### src/rtl/code_rom_loader.sv
`default_nettype none
// ============================================================================
// Module   : code_rom_loader
// Purpose  : Receives a framed byte stream from a host and writes the payload
//            into a code ROM. The frame is:
//              SOF(0xA5) LEN_HI LEN_LO payload[LEN] CSUM
//            The frame is good when the 8-bit sum of LEN_HI, LEN_LO, the
//            payload and CSUM is 0x00. The host can abort a frame, and a
//            stalled frame times out.
// Ports    : clk                clock (rising edge)
//            reset_code_rom_n   asynchronous active-low reset
//            in_data/in_valid   host byte stream
//            in_ready           byte is taken when in_valid && in_ready
//            abort              synchronous frame abort (honoured while busy)
//            code_rom_data_in   ROM write data (registered)
//            code_rom_addr_in   ROM write byte address (registered)
//            program_rom_mode   ROM write enable / address-mux select
//            busy               a frame is in progress
//            load_done          one-cycle pulse on a good frame
//            load_error         one-cycle pulse on a failed frame
//            err_code           0 abort, 1 bad length, 2 bad checksum,
//                               3 timeout; held until the next error
// Revision : 1.0 - initial release
// ============================================================================
module code_rom_loader #(
  parameter int MAX_BYTES      = 4096,
  parameter int TIMEOUT_CYCLES = 1000000
) (
  input  logic        clk,
  input  logic        reset_code_rom_n,
  input  logic [7:0]  in_data,
  input  logic        in_valid,
  output logic        in_ready,
  input  logic        abort,
  output logic [7:0]  code_rom_data_in,
  output logic [11:0] code_rom_addr_in,
  output logic        program_rom_mode,
  output logic        busy,
  output logic        load_done,
  output logic        load_error,
  output logic [1:0]  err_code
);

  localparam int          TW           = $clog2(TIMEOUT_CYCLES + 1);
  localparam logic [TW-1:0] TIMEOUT_LAST = TW'(TIMEOUT_CYCLES - 1);
  localparam logic [12:0] MAX_LEN      = 13'(MAX_BYTES);
  localparam logic [7:0]  SOF          = 8'hA5;

  localparam logic [2:0] S_IDLE   = 3'd0;
  localparam logic [2:0] S_LEN_HI = 3'd1;
  localparam logic [2:0] S_LEN_LO = 3'd2;
  localparam logic [2:0] S_DATA   = 3'd3;
  localparam logic [2:0] S_CSUM   = 3'd4;
  localparam logic [2:0] S_DONE   = 3'd5;
  localparam logic [2:0] S_ERR    = 3'd6;

  logic [2:0]    state, next_state;
  logic [1:0]    next_err;
  logic [7:0]    len_hi;
  logic [11:0]   len;
  logic [11:0]   byte_cnt;
  logic [7:0]    sum;
  logic [TW-1:0] timer;

  logic          accept;
  logic          abort_hit;
  logic          timer_expiring;
  logic          timeout_hit;
  logic          last_byte;
  logic [12:0]   len_rx;
  logic          len_ok;

  // The timeout wins over a byte offered in the same cycle, so in_ready is
  // dropped on the expiring cycle as well as on an honoured abort.
  assign timer_expiring = busy && (timer == TIMEOUT_LAST);
  assign abort_hit      = busy && abort;
  assign timeout_hit    = timer_expiring && !abort;
  assign accept         = in_valid && in_ready;
  assign last_byte      = (byte_cnt == len - 12'd1);
  assign len_rx         = {1'b0, len_hi[3:0], in_data};
  assign len_ok         = (len_hi[7:4] == 4'd0) && (len_rx != 13'd0) &&
                          (len_rx <= MAX_LEN);

  // State register
  always_ff @(posedge clk or negedge reset_code_rom_n) begin
    if (!reset_code_rom_n) state <= S_IDLE;
    else                   state <= next_state;
  end

  // Next-state logic
  always_comb begin
    next_state = state;
    next_err   = err_code;
    case (state)
      S_IDLE:   if (accept && in_data == SOF) next_state = S_LEN_HI;
      S_LEN_HI: if (accept) next_state = S_LEN_LO;
      S_LEN_LO: begin
        if (accept) begin
          if (len_ok) begin
            next_state = S_DATA;
          end else begin
            next_state = S_ERR;
            next_err   = 2'd1;
          end
        end
      end
      S_DATA:   if (accept && last_byte) next_state = S_CSUM;
      S_CSUM: begin
        if (accept) begin
          if (8'(sum + in_data) == 8'h00) begin
            next_state = S_DONE;
          end else begin
            next_state = S_ERR;
            next_err   = 2'd2;
          end
        end
      end
      S_DONE:   next_state = S_IDLE;
      S_ERR:    next_state = S_IDLE;
      default:  next_state = S_IDLE;
    endcase
    if (timeout_hit) begin
      next_state = S_ERR;
      next_err   = 2'd3;
    end
    if (abort_hit) begin
      next_state = S_ERR;
      next_err   = 2'd0;
    end
  end

  // Output logic decoded from the state
  always_comb begin
    busy       = (state == S_LEN_HI) || (state == S_LEN_LO) ||
                 (state == S_DATA)   || (state == S_CSUM);
    load_done  = (state == S_DONE);
    load_error = (state == S_ERR);
    in_ready   = (state != S_DONE) && (state != S_ERR) &&
                 !(busy && (abort || timer == TIMEOUT_LAST));
  end

  // Frame datapath: length, checksum, address counter, timeout, ROM port.
  always_ff @(posedge clk or negedge reset_code_rom_n) begin
    if (!reset_code_rom_n) begin
      len_hi           <= 8'd0;
      len              <= 12'd0;
      byte_cnt         <= 12'd0;
      sum              <= 8'd0;
      timer            <= '0;
      code_rom_data_in <= 8'd0;
      code_rom_addr_in <= 12'd0;
      program_rom_mode <= 1'b0;
      err_code         <= 2'd0;
    end else begin
      if (accept) begin
        case (state)
          S_IDLE:   sum <= 8'd0;
          S_LEN_HI: begin
            len_hi <= in_data;
            sum    <= sum + in_data;
          end
          S_LEN_LO: begin
            len      <= {len_hi[3:0], in_data};
            sum      <= sum + in_data;
            byte_cnt <= 12'd0;
          end
          S_DATA: begin
            sum              <= sum + in_data;
            code_rom_addr_in <= byte_cnt;
            code_rom_data_in <= in_data;
            // Stop on the last byte so the counter never passes LEN-1.
            if (!last_byte) byte_cnt <= byte_cnt + 12'd1;
          end
          default: ;
        endcase
      end

      if (!busy || accept) timer <= '0;
      else                 timer <= timer + 1'b1;

      // Write enable rises after the first payload byte and drops as soon
      // as the frame leaves DATA/CSUM.
      program_rom_mode <= ((next_state == S_DATA) || (next_state == S_CSUM)) &&
                          (program_rom_mode || (accept && state == S_DATA));

      if (next_state == S_ERR && state != S_ERR) err_code <= next_err;
    end
  end

endmodule
`default_nettype wire

### config.mk
export PLATFORM = sky130hd
export DESIGN_NAME = code_rom_loader
export DESIGN_NICKNAME = d
export VERILOG_FILES = /design/src/rtl/code_rom_loader.sv
export SDC_FILE = /design/constraint.sdc
export NUM_CORES = 1
export LEC_CHECK = 0
export CAP_MARGIN = 15
export CORE_MARGIN = 4
export CORE_UTILIZATION = 40
export DETAILED_ROUTE_END_ITERATION = 10
export MAX_ROUTING_LAYER = met4
export PLACE_DENSITY = 0.62
export SETUP_SLACK_MARGIN = 0.5
export SYNTH_ARGS = -nofsm -noshare
export SYNTH_HDL_FRONTEND = slang
export SYNTH_SLANG_ARGS = --single-unit
### constraint.sdc
create_clock -name clk -period 3.7 [get_ports clk]
set_clock_uncertainty 0.15 [all_clocks]
set_input_delay 1.11 -clock clk [delete_from_list [all_inputs] [get_ports clk]]
set_output_delay 1.11 -clock clk [all_outputs]
set_load 0.05 [all_outputs]
Yosys cells after proc, flatten, opt, wreduce, memory -nomap -nowiden:

Cells that the tools add are included.

* output and inout bits: 27
* input bits: 12
* word-level logic and storage cells: 93
* bits in registers: 86

* add/subtract/negate cells: 4
* reductions and logical operators: 38
* $lt $le $gt $ge: 1
* equal/unequal tests: 19
* muxes and demuxes: 21

Operator list (count)
* 2-to-1 mux 3 bit: 8
* one-hot mux 12 bit (2 select lines): 1
* adder 20 x 1 -> 20 bit (second input constant): 1
* equality test 20 bit (second input constant): 1
* 2-to-1 mux 20 bit: 1
* inequality test 4 bit (second input constant): 4
* one-hot mux 8 bit (2 select lines): 1
* equality test 3 bit (second input constant): 5
* one-hot mux 3 bit (5 select lines): 1
* logical AND 1 bit: 14
* 2-to-1 mux 2 bit: 7
* less-or-equal comparator 12 x 13 -> 1 bit (second input constant): 1
* nonzero test 13 bit: 1
* adder 12 x 1 -> 12 bit (second input constant): 1
* equality test 12 bit: 1
* 2-to-1 mux 12 bit: 1
* subtractor 12 x 1 -> 12 bit (second input constant): 1
* equality test 3 x 2 -> 1 bit (second input constant): 3
* adder 8 bit: 1
* equality test 8 bit (second input constant): 1
* zero test 8 bit: 1
* AND reduction 2 bit: 4
* logical OR 1 bit: 7
* inequality test 3 bit (second input constant): 2
* 11 further kinds: 14

Logic depth before layout (Yosys ltp):

* word-level depth: 16
* mapped depth: 11
* mapped depth without buffers: 10

Worst setup path after synthesis:

OpenSTA, ideal clock, no wires.

* kind: input-to-reg
* start: in in_data[0]
* end: reg err_code[0]
* required time: 3.425 ns
* library setup time: 0.125 ns
* setup slack: 0.228 ns
* arrival: 3.197 ns
* buffers on the path: 0
* cell stages on the path: 9
* cells stage by stage: ha_1 fa_1 a211oi_1 o21bai_1 a21oi_1 xor2_1 and4b_1 o31ai_1 mux2_2

* longest elaborated chain between the ends: 11
* elaborated cells between the ends (all ways): 21
* classes of those cells: add/sub (1); order compare (1); eq/ne (4); mux (8); reduce/logical (7)

Ends and longest elaborated chain
* start, declared: RTL line 31 `input logic [7:0] in_data,`
* parallel branches: the longest is 10 deep, another holds adder 8 bit
* AND reduction 6 bit (no source line) (*)
* end signal, assigned: RTL line 186 `if (next_state == S_ERR && state != S_ERR) err_code <= next_err;`
* end, declared: RTL line 41 `output logic [1:0] err_code`

Every way passes the cells marked *.
A chain may end at the register's enable or synchronous reset.

Worst setup path in the final report:

* start: reg timer[11]
* end: out in_ready

* longest elaborated chain between the ends: 5

Ends and longest elaborated chain
* start, declared: RTL line 63 `logic [TW-1:0] timer;`
* start signal, assigned: RTL line 179 `else timer <= timer + 1'b1;`
* equality test 20 bit: RTL line 139 `!(busy && (abort || timer == TIMEOUT_LAST));`
* logical OR 1 bit: RTL line 139
* logical AND 1 bit: RTL line 139
* zero test 1 bit: RTL line 139
* logical AND 1 bit: RTL line 138 `in_ready = (state != S_DONE) && (state != S_ERR) &&`
* end, declared: RTL line 33 `output logic in_ready,`

Every way passes these cells.

==> results.py <==
metrics = {
    "sta": {
        "slew_viol_final": 0,
        "whs_ns": 0.320,
        "slew_headroom_pct": 64.8,
        "finalSetupViolCount": 0,
        "final.setup.tns_ns": 0,
        "max_freq_mhz": 289,
        "period_minus_slack_ns": 3.46,
        "period_share_pct": 93.5,
        "setup_ws_ns": 0.239,
        "tightestPinTransition_ns": 0.527,
        "finalHoldViolCount": 0,
        "rsz0062_at_grt": "yes",
    },
    "pwr": {
        "netSwitchingPower_w": 0.00172,
        "seqPwrFrac_pct": 33.4,
        "netSwitchingFraction_pct": 40.1,
        "internal-power_w": 0.00257,
        "p_comb_share_pct": 45.6,
        "power.total_w": 0.00429,
        "powerDensity_mw_per_mm2": 727,
        "pwr-share-clk_pct": 21.0,
        "p_leak_nw": 2.71,
        "ir_worst_vdd_mv": 0.519,
    },
    "clocking": {
        "cts.clk_slew.worst_paths_ns": 0.06,
        "cts.root.buffer_cell": "clkbuf_16",
        "cts_tree": "built",
        "clock_path_buffers": 2,
        "clock_sinks": 86,
        "clkLatencyLatePin_ns": 0.35,
        "numCtsBuffers": 9,
        "cts_max_level": 3,
    },
    "floorplan": {
        "fp-row-count": 39,
        "die_h_um": 116,
        "die_w_um": 116,
        "die_area_mm2": 0.0134,
        "initial_core_util_pct": 40.8,
        "core_area_mm2": 0.0114,
        "ios": 39,
    },
    "finish": {
        "layout_commonest_cell": "nand2_1",
        "nNetsFinal": 598,
        "antenna_cells": 0,
        "instances_no_fill": 722,
        "fillers": 1072,
        "final-seq-area_mm2": 0.00215,
        "syn_to_final_growth_pct": 27.1,
        "multi_input_area_mm2": 0.00252,
        "drive_gt1_share_pct": 18.7,
        "final_cell_mix": "133 x nand2_1, 86 x dfrtp_1, 43 x buf_4",
    },
    "logic_synthesis": {
        "yosys-top-cells-area": "dfrtp_1 46%, nand2_1 11%, xnor2_1 4.7%",
        "synth_top_area_share_pct": 46.3,
        "yosysTopAreaCell": "dfrtp_1",
        "yosys_most_used_dff": "dfrtp_1",
        "synth_edf_count": 0,
        "ys_seq_area_share_pct": 46.3,
        "syn_avg_cell_area_um2": 9.29,
        "yosysWarnings": 0,
        "netlist_instances": 500,
        "async_reset_ff_share_pct": 100,
        "synth_area_mm2": 0.00464,
        "synth-seq-cells": 86,
        "syn_nets": 523,
        "synth.distinct_cells": 65,
    },
    "setup_path": {
        "path_max_fanout": 3,
        "required_ns": 2.44,
        "cp_slowest_stage_delay_ns": 0.56,
        "path_class": "reg -> out",
        "endpoint_kind": "output port",
        "crit_buf_inv": 1,
        "worstPathArrival_ns": 2.20,
        "crit_chain": "or4b_4, nor4_4, a21oi_4, nor2_4, o211ai_1, clkbuf_16",
        "start_kind": "register",
        "path_delay_family": "simple AND/OR/NAND/NOR gates",
        "critPathSlowestCell": "or4b_4",
    },
    "placement": {
        "portBuffers": 38,
        "dp_slack_ns": -0.375,
        "gp_congestion": 0.911,
        "place_inst": 690,
        "hpwlAfterDp_mm": 7.52,
    },
    "global_routing": {
        "antenna_found_initial": 0,
        "gr-total-overflow": 0,
        "grt_pass1_vias": 3806,
        "grt_use_total_pct": 18.1,
        "grt_max_degree": 87,
        "grt_pass1_wl_mm": 18.6,
    },
    "drt": {
        "vias_per_cell": 5.31,
        "routed_wl_mm": 11.1,
        "firstDrtPassIters": 4,
        "vias": 3831,
        "routedWlPerCell_um": 15.4,
        "antenna_left": 0,
        "drtIter0Drc": 227,
        "drcViolationCount": 0,
    },
    "flow_run": {
        "cap_violations": 0,
    },
    "run_status": {
        "outcome": "finished, final reports clean",
    },
    "min_path": {
        "hp-class": "reg -> reg",
    },
}
==> cell usage after synthesis (3+ instances only) <==
| master | count |
|---|---|
| a211oi_1 | 4 |
| a21oi_1 | 10 |
| and2_1 | 4 |
| and3_1 | 12 |
| and4_1 | 3 |
| buf_2 | 4 |
| clkbuf_1 | 12 |
| dfrtp_1 | 86 |
| ha_1 | 10 |
| inv_1 | 5 |
| mux2_2 | 10 |
| mux2i_1 | 3 |
| nand2_1 | 134 |
| nand2b_1 | 7 |
| nand3_1 | 12 |
| nand4_1 | 7 |
| nor2_1 | 40 |
| nor2b_1 | 5 |
| nor3_1 | 6 |
| nor3b_1 | 3 |
| nor4_1 | 4 |
| o21ai_0 | 12 |
| o21ai_1 | 4 |
| o31ai_1 | 9 |
| or3_1 | 5 |
| xnor2_1 | 25 |
| xor2_1 | 18 |
==> logic make-up (layout without fill, tap and decap cells) <==
logic type | Yosys count | count (layout) | share of synthesized area (%)
muxes | 13 | 13 | 3.07
adders and majority gates | 11 | 11 | 3.13
and+or+nand+nor | 261 | 261 | 27.5
DFF | 86 | 86 | 46.3
buffers and inverters | 23 | 102 | 2.13
xor gates and xnor gates | 43 | 43 | 8.11
AOI/OAI and AO/OA | 63 | 63 | 9.67
==> power groups by stage <==
stage	combinational, W	clock [W]	sequential [W]
after floorplan	0.00117	0	0.00148
after global placement	0.00176	0	0.00143
after detailed placement	0.00179	0	0.00143
after CTS	0.00195	0.000919	0.00143
after global routing	0.00214	0.000954	0.00147
final	0.00196	0.000901	0.00143
==> timing repair <==
item / 4_1_cts / 5_1_grt
buffers inserted: 11 / 5
hold buffers: 0 / 0
pin swaps: 17 / 7
setup endpoints to repair: 9 / 9
gates resized for setup: 38 / 3
gates cloned: 0 / 0
endpoints found under the hold margin: 0 / 0
==> routing by layer <==
metal / vias to the layer above / share of wire, % / global-route usage, % / routed length [µm]
li1: 1865 / - / - / -
met1: 1869 / 45 / 23.6 / 5000
met2: 82 / 49 / 28.4 / 5500
met3: 15 / 4.0 / 3.60 / 448
met4: 0 / 1.7 / 6.11 / 195
met5: - / 0 / - / 0
==> stage by stage <==
step	utilization [%]	area, µm²
finish	51.9	5900
detailed placement	47.2	5360
global route	51.9	5900
CTS	51.3	5840
floorplan	-	4670
global placement	47.2	5360
==> path summary, 6_finish.rpt <==
path	slack (ns)	cells past startpoint	startpoint	end
min in group asynchronous	0.47	1	reset_code_rom_n	code_rom_addr_in[5]
worst min register to register	0.32	2	code_rom_addr_in[7]	code_rom_addr_in[7]
max in group asynchronous	2.31	2	reset_code_rom_n	len_hi[4]
worst max-delay path	0.24	6	timer[11]	in_ready
worst max register to register	0.62	11	timer[0]	byte_cnt[3]
worst min-delay path	0.32	2	code_rom_addr_in[7]	code_rom_addr_in[7]
==> registers in the layout, indices dropped and copies added, names as in the netlist <==
register,count
timer,20
byte_cnt,12
code_rom_addr_in,12
len,12
code_rom_data_in,8
len_hi,8
sum,8
state,3
err_code,2
program_rom_mode,1
==> tightest hold or removal path, cell delays in order (launching register included) <==
cell and delay (ns):
dfrtp_1 0.34, nand2_1 0.05, nand2_1 0.05
==> area by class of cell <==
cell class	count	area share [%]
clock buffers	10	3.88
clock inverters	5	1.04
inverters	5	0.318
multi-input cells	391	42.7
flip-flops and latches	86	36.5
well taps	143	3.03
repair buffers	82	12.6
(Power assumes the default switching activity.)
